**src/rtl/id_ex_alu_issue.sv**
```systemverilog
// ID/EX issue stage: decodes ALUOp/funct into the ALU control code, selects operand B,
// and registers everything into EX with stall/flush handling and an illegal-op counter.
module id_ex_alu_issue #(
    parameter int unsigned WIDTH = 32,
    parameter int unsigned CNT_W = 8
) (
    input  logic             clk,
    input  logic             reset,
    input  logic             stall,
    input  logic             flush,
    input  logic             id_valid,
    input  logic [1:0]       id_alu_op,
    input  logic [5:0]       id_funct,
    input  logic             id_alu_src,
    input  logic [WIDTH-1:0] id_rs_data,
    input  logic [WIDTH-1:0] id_rt_data,
    input  logic [WIDTH-1:0] id_imm,
    output logic             ex_valid,
    output logic [WIDTH-1:0] ex_a,
    output logic [WIDTH-1:0] ex_b,
    output logic [3:0]       ex_alu_control,
    output logic             ex_illegal,
    output logic [CNT_W-1:0] illegal_count
);

    typedef enum logic [1:0] {
        OP_MEM    = 2'b00,
        OP_BRANCH = 2'b01,
        OP_RTYPE  = 2'b10,
        OP_RSVD   = 2'b11
    } alu_op_t;

    typedef enum logic [3:0] {
        CTL_AND = 4'b0000,
        CTL_OR  = 4'b0001,
        CTL_ADD = 4'b0010,
        CTL_SUB = 4'b0110,
        CTL_BAD = 4'b1111
    } alu_ctl_t;

    typedef enum logic [5:0] {
        FN_ADD = 6'b100000,
        FN_SUB = 6'b100010,
        FN_AND = 6'b100100,
        FN_OR  = 6'b100101
    } funct_t;

    alu_ctl_t         w_ctl;
    logic             w_illegal;
    logic [WIDTH-1:0] w_b;
    logic             w_load;

    logic             r_valid;
    logic [WIDTH-1:0] r_a;
    logic [WIDTH-1:0] r_b;
    alu_ctl_t         r_ctl;
    logic             r_illegal;
    logic [CNT_W-1:0] r_cnt;

    // funct is only consulted for R-type; every other ALUOp ignores it
    always_comb begin
        w_ctl     = CTL_ADD;
        w_illegal = 1'b0;
        unique case (alu_op_t'(id_alu_op))
            OP_MEM:    w_ctl = CTL_ADD;
            OP_BRANCH: w_ctl = CTL_SUB;
            OP_RTYPE: begin
                case (id_funct)
                    FN_ADD:  w_ctl = CTL_ADD;
                    FN_SUB:  w_ctl = CTL_SUB;
                    FN_AND:  w_ctl = CTL_AND;
                    FN_OR:   w_ctl = CTL_OR;
                    default: begin
                        w_ctl     = CTL_BAD;
                        w_illegal = 1'b1;
                    end
                endcase
            end
            OP_RSVD: begin
                w_ctl     = CTL_BAD;
                w_illegal = 1'b1;
            end
            default: begin
                w_ctl     = CTL_BAD;
                w_illegal = 1'b1;
            end
        endcase
    end

    assign w_b    = id_alu_src ? id_imm : id_rt_data;
    assign w_load = !flush && !stall && id_valid;

    // Flush and an invalid ID slot both load the same bubble
    always_ff @(posedge clk) begin
        if (reset) begin
            r_valid   <= 1'b0;
            r_a       <= '0;
            r_b       <= '0;
            r_ctl     <= CTL_ADD;
            r_illegal <= 1'b0;
        end else if (flush || (!stall && !id_valid)) begin
            r_valid   <= 1'b0;
            r_a       <= '0;
            r_b       <= '0;
            r_ctl     <= CTL_ADD;
            r_illegal <= 1'b0;
        end else if (!stall) begin
            r_valid   <= 1'b1;
            r_a       <= id_rs_data;
            r_b       <= w_b;
            r_ctl     <= w_ctl;
            r_illegal <= w_illegal;
        end
    end

    always_ff @(posedge clk) begin
        if (reset) begin
            r_cnt <= '0;
        end else if (w_load && w_illegal && (r_cnt != '1)) begin
            r_cnt <= r_cnt + 1'b1;
        end
    end

    assign ex_valid       = r_valid;
    assign ex_a           = r_a;
    assign ex_b           = r_b;
    assign ex_alu_control = r_ctl;
    assign ex_illegal     = r_illegal;
    assign illegal_count  = r_cnt;

endmodule

```
**config.mk**
```make
export PLATFORM = sky130hd
export DESIGN_NAME = id_ex_alu_issue
export DESIGN_NICKNAME = d
export VERILOG_FILES = /design/src/rtl/id_ex_alu_issue.sv
export SDC_FILE = /design/constraint.sdc
export NUM_CORES = 1
export LEC_CHECK = 0
export CORE_MARGIN = 10
export CORE_UTILIZATION = 38
export DETAILED_ROUTE_END_ITERATION = 8
export MAX_ROUTING_LAYER = met4
export PLACE_DENSITY = 0.8
export SETUP_SLACK_MARGIN = 0.3
export SLEW_MARGIN = 20
export SYNTH_ARGS = -nofsm -noshare
export SYNTH_HDL_FRONTEND = slang
export SYNTH_SLANG_ARGS = --single-unit
```
**constraint.sdc**
```tcl
create_clock -name clk -period 1.85 [get_ports clk]
set_input_delay 0.37 -clock clk [delete_from_list [all_inputs] [get_ports clk]]
set_output_delay 0.37 -clock clk [all_outputs]
set_load 0.02 [all_outputs]
```
==> flow_metrics.env <==
export IMPL_clk_pin_slew_ns=0.08
export IMPL_grt_max_degree=47
export IMPL_cts_htree_levels=3
export IMPL_peakVddDrop_v=0.000428
export IMPL_ant_nets=0
export IMPL_io_buffers=187
export IMPL_p_clk_share_pct=32.7
export IMPL_clock_path_buffers=2
export IMPL_rsz0062_at_grt="yes"
export IMPL_min_period_ns=1.56
export IMPL_mostFrequentLayoutCells="nor2_1, clkdlybuf4s50_1, dlygate4sd2_1"
export IMPL_synth_seq_cells=78
export IMPL_die_h_um=112
export IMPL_crit_required_ns=2.11
export IMPL_finClkSkew_ns=0.00697
export IMPL_die_area_um2=12600
export IMPL_tns_ns=0
export IMPL_wl_um=11000
export IMPL_holdCritPathClass="flop to flop"
export IMPL_cts_tree="done"
export IMPL_clock_sinks=78
export IMPL_outcome="completed"
export IMPL_stdcell_area_um2=5430
export IMPL_gp_congestion=0.836
export IMPL_p_total_uw=3550
export IMPL_maxSlewViolCount=0
export IMPL_root_buffer="clkbuf_8"
export IMPL_dpl_hpwl_um=8690
export IMPL_num_rows=33
export IMPL_fin_crit_sh_pct=84.3
export IMPL_vias=3285
export IMPL_seq_power_share_pct=49.1
export IMPL_max_slew_margin_pct=69.7
export IMPL_finalHoldViolCount=0
export IMPL_arrival_ns=1.82
export IMPL_synth_cell_types=32
export IMPL_power_frac_comb_pct=18.2
export IMPL_clock_fmax_mhz=642
export IMPL_drtIter0Drc=120
export IMPL_netlist_area_um2=3250
export IMPL_placed_cell_area_um2=5280
export IMPL_drc=0
export IMPL_maxCapViolations=0
export IMPL_final_common_cell="nor2_1"
export IMPL_powerDensity_nw_per_um2=654
export IMPL_setup_ws_ns=0.291
export IMPL_ys_warn_count=0
export IMPL_p_switching_uw=931
export IMPL_intPower_uw=2620
export IMPL_fp_coreArea_um2=8260
export IMPL_setup_viol=0
export IMPL_grt_overflow=0
export IMPL_netSwitchingFraction_pct=26.2
export IMPL_vias_per_cell=4.93
export IMPL_grt_usage_pct=17.0
export IMPL_n_antenna_cell=0
export IMPL_avgSynthCellArea_um2=8.97
export IMPL_start_util_pct=39.3
export IMPL_holdWs_ns=0.457
export IMPL_area_growth_pct=67.1
export IMPL_path_class="primary input to flop"
export IMPL_end_kind="flop"
export IMPL_firstDrtPassIters=4
export IMPL_grt_pass1_wl_um=17200
export IMPL_synth_fp_nets=473
export IMPL_n_fill_cell=761
export IMPL_pre_cts_ws_ns=-0.235
export IMPL_die_w_um=112
export IMPL_crit_path_start_kind="primary input"
export IMPL_finalNetCount=667
export IMPL_wl_per_cell_um=16.5
export IMPL_io_pins=188
export IMPL_path_max_fanout=7
export IMPL_antenna_found_initial=0
export IMPL_p_leak_uw=0.00253
export IMPL_insertion_delay_ns=0.33
export IMPL_synth_seq_area_share_pct=48.1
export IMPL_grt_pass1_vias=3455
export IMPL_drive_gt1_share_pct=9.27
export IMPL_numCtsBuffers=9
export IMPL_worstMarginPinSlew_ns=0.454
export IMPL_synth_cells=362
synth_stat cells:
library cell / number / area, um2
nor2b_1: 3 / 18.8
o31ai_1: 3 / 22.5
clkbuf_1: 17 / 63.8
o21a_1: 1 / 7.51
and3_1: 1 / 6.26
a21oi_1: 45 / 225
o21ai_2: 1 / 8.76
nand2_1: 5 / 18.8
nand4b_1: 1 / 8.76
or4b_4: 1 / 13.8
or4_1: 3 / 22.5
or4b_1: 1 / 10.0
o21ai_0: 5 / 25.0
ha_1: 1 / 12.5
inv_1: 2 / 7.51
a21o_1: 1 / 7.51
nor4b_1: 1 / 8.76
nand2b_1: 1 / 6.26
buf_2: 6 / 30.0
mux2i_1: 64 / 641
nor2_1: 102 / 383
a311oi_1: 1 / 8.76
a211oi_1: 2 / 15.0
dfxtp_1: 78 / 1560
nand3b_1: 1 / 7.51
nand3_1: 3 / 15.0
o21ai_1: 4 / 20.0
nand4_1: 1 / 6.26
mux2_1: 1 / 11.3
and4bb_1: 1 / 12.5
buf_6: 2 / 22.5
or3_1: 3 / 18.8
power groups by stage:
stage	Sequential [uW]	Combinational [uW]	Clock, uW
final	1740	648	1160
after global routing	1750	702	1280
after CTS	1740	652	1200
after detailed placement	1780	679	0
after global placement	1780	665	0
after floorplan	1830	236	0
layout make-up:
cell class	instances	area [um2]	share of cell area [%]
clock inverter	6	46.3	0.853
clock buffer	10	138	2.54
inverter	2	7.51	0.138
tap	105	131	2.42
multi-input combinational	257	1610	29.6
sequential	78	1560	28.8
timing repair buffer	208	1940	35.7
worst max-delay path, stage by stage:
cell and delay [ns]:
dlygate4sd2_1 0.24, and4bb_2 0.34, o21ai_4 0.08, buf_6 0.14, or4_1 0.50, a21oi_1 0.15
final timing paths:
path                                 start                             to  slack (ns)  cells after the start
min                  ex_valid$_SDFFE_PP0N_          ex_valid$_SDFFE_PP0N_        0.46                      2
min reg2reg          ex_valid$_SDFFE_PP0N_          ex_valid$_SDFFE_PP0N_        0.46                      2
max reg2reg  illegal_count[0]$_SDFFE_PP0P_  illegal_count[5]$_SDFFE_PP0P_        0.40                      5
max                                  flush  illegal_count[5]$_SDFFE_PP0P_        0.29                      6
per-layer routing:
layer	vias to the layer above	global-route usage (%)	wire [um]
li1	1635	-	-
met1	1504	19.3	4810
met2	135	27.6	5250
met3	11	5.54	790
met4	0	5.50	137
met5	-	-	0
cells by family (layout without fill, tap and decap cells):
group | after synthesis | count (layout) | synth area share, %
AND/OR/NAND/NOR | 128 | 128 | 17.1
flip-flops | 78 | 78 | 48.1
multiplexers | 65 | 65 | 20.1
AO/OA/AOI/OAI | 63 | 63 | 10.5
buffers and inverters | 27 | 226 | 3.82
adder cells (fa/ha/maj) | 1 | 1 | 0.385
per-stage QoR:
stage                     util (%)  cells
after global placement        64.0    645
after detailed placement      64.0    645
after floorplan                  -    362
final                         65.7    666
after CTS                     65.5    664
after global routing          65.7    666
flip-flops by register name, indices dropped and copies added, names as in the netlist:
name / count
ex_valid: 1
ex_illegal: 1
ex_alu_control: 4
illegal_count: 8
ex_a: 32
ex_b: 32
timing repair:
item                       in CTS  in global routing
gates resized for setup        98                  9
gates cloned                    1                  0
buffers inserted                2                  2
hold buffers                    0                  0
pin swaps                       4                  3
setup endpoints to repair      86                 10
Power figures use the tool's default switching activity.
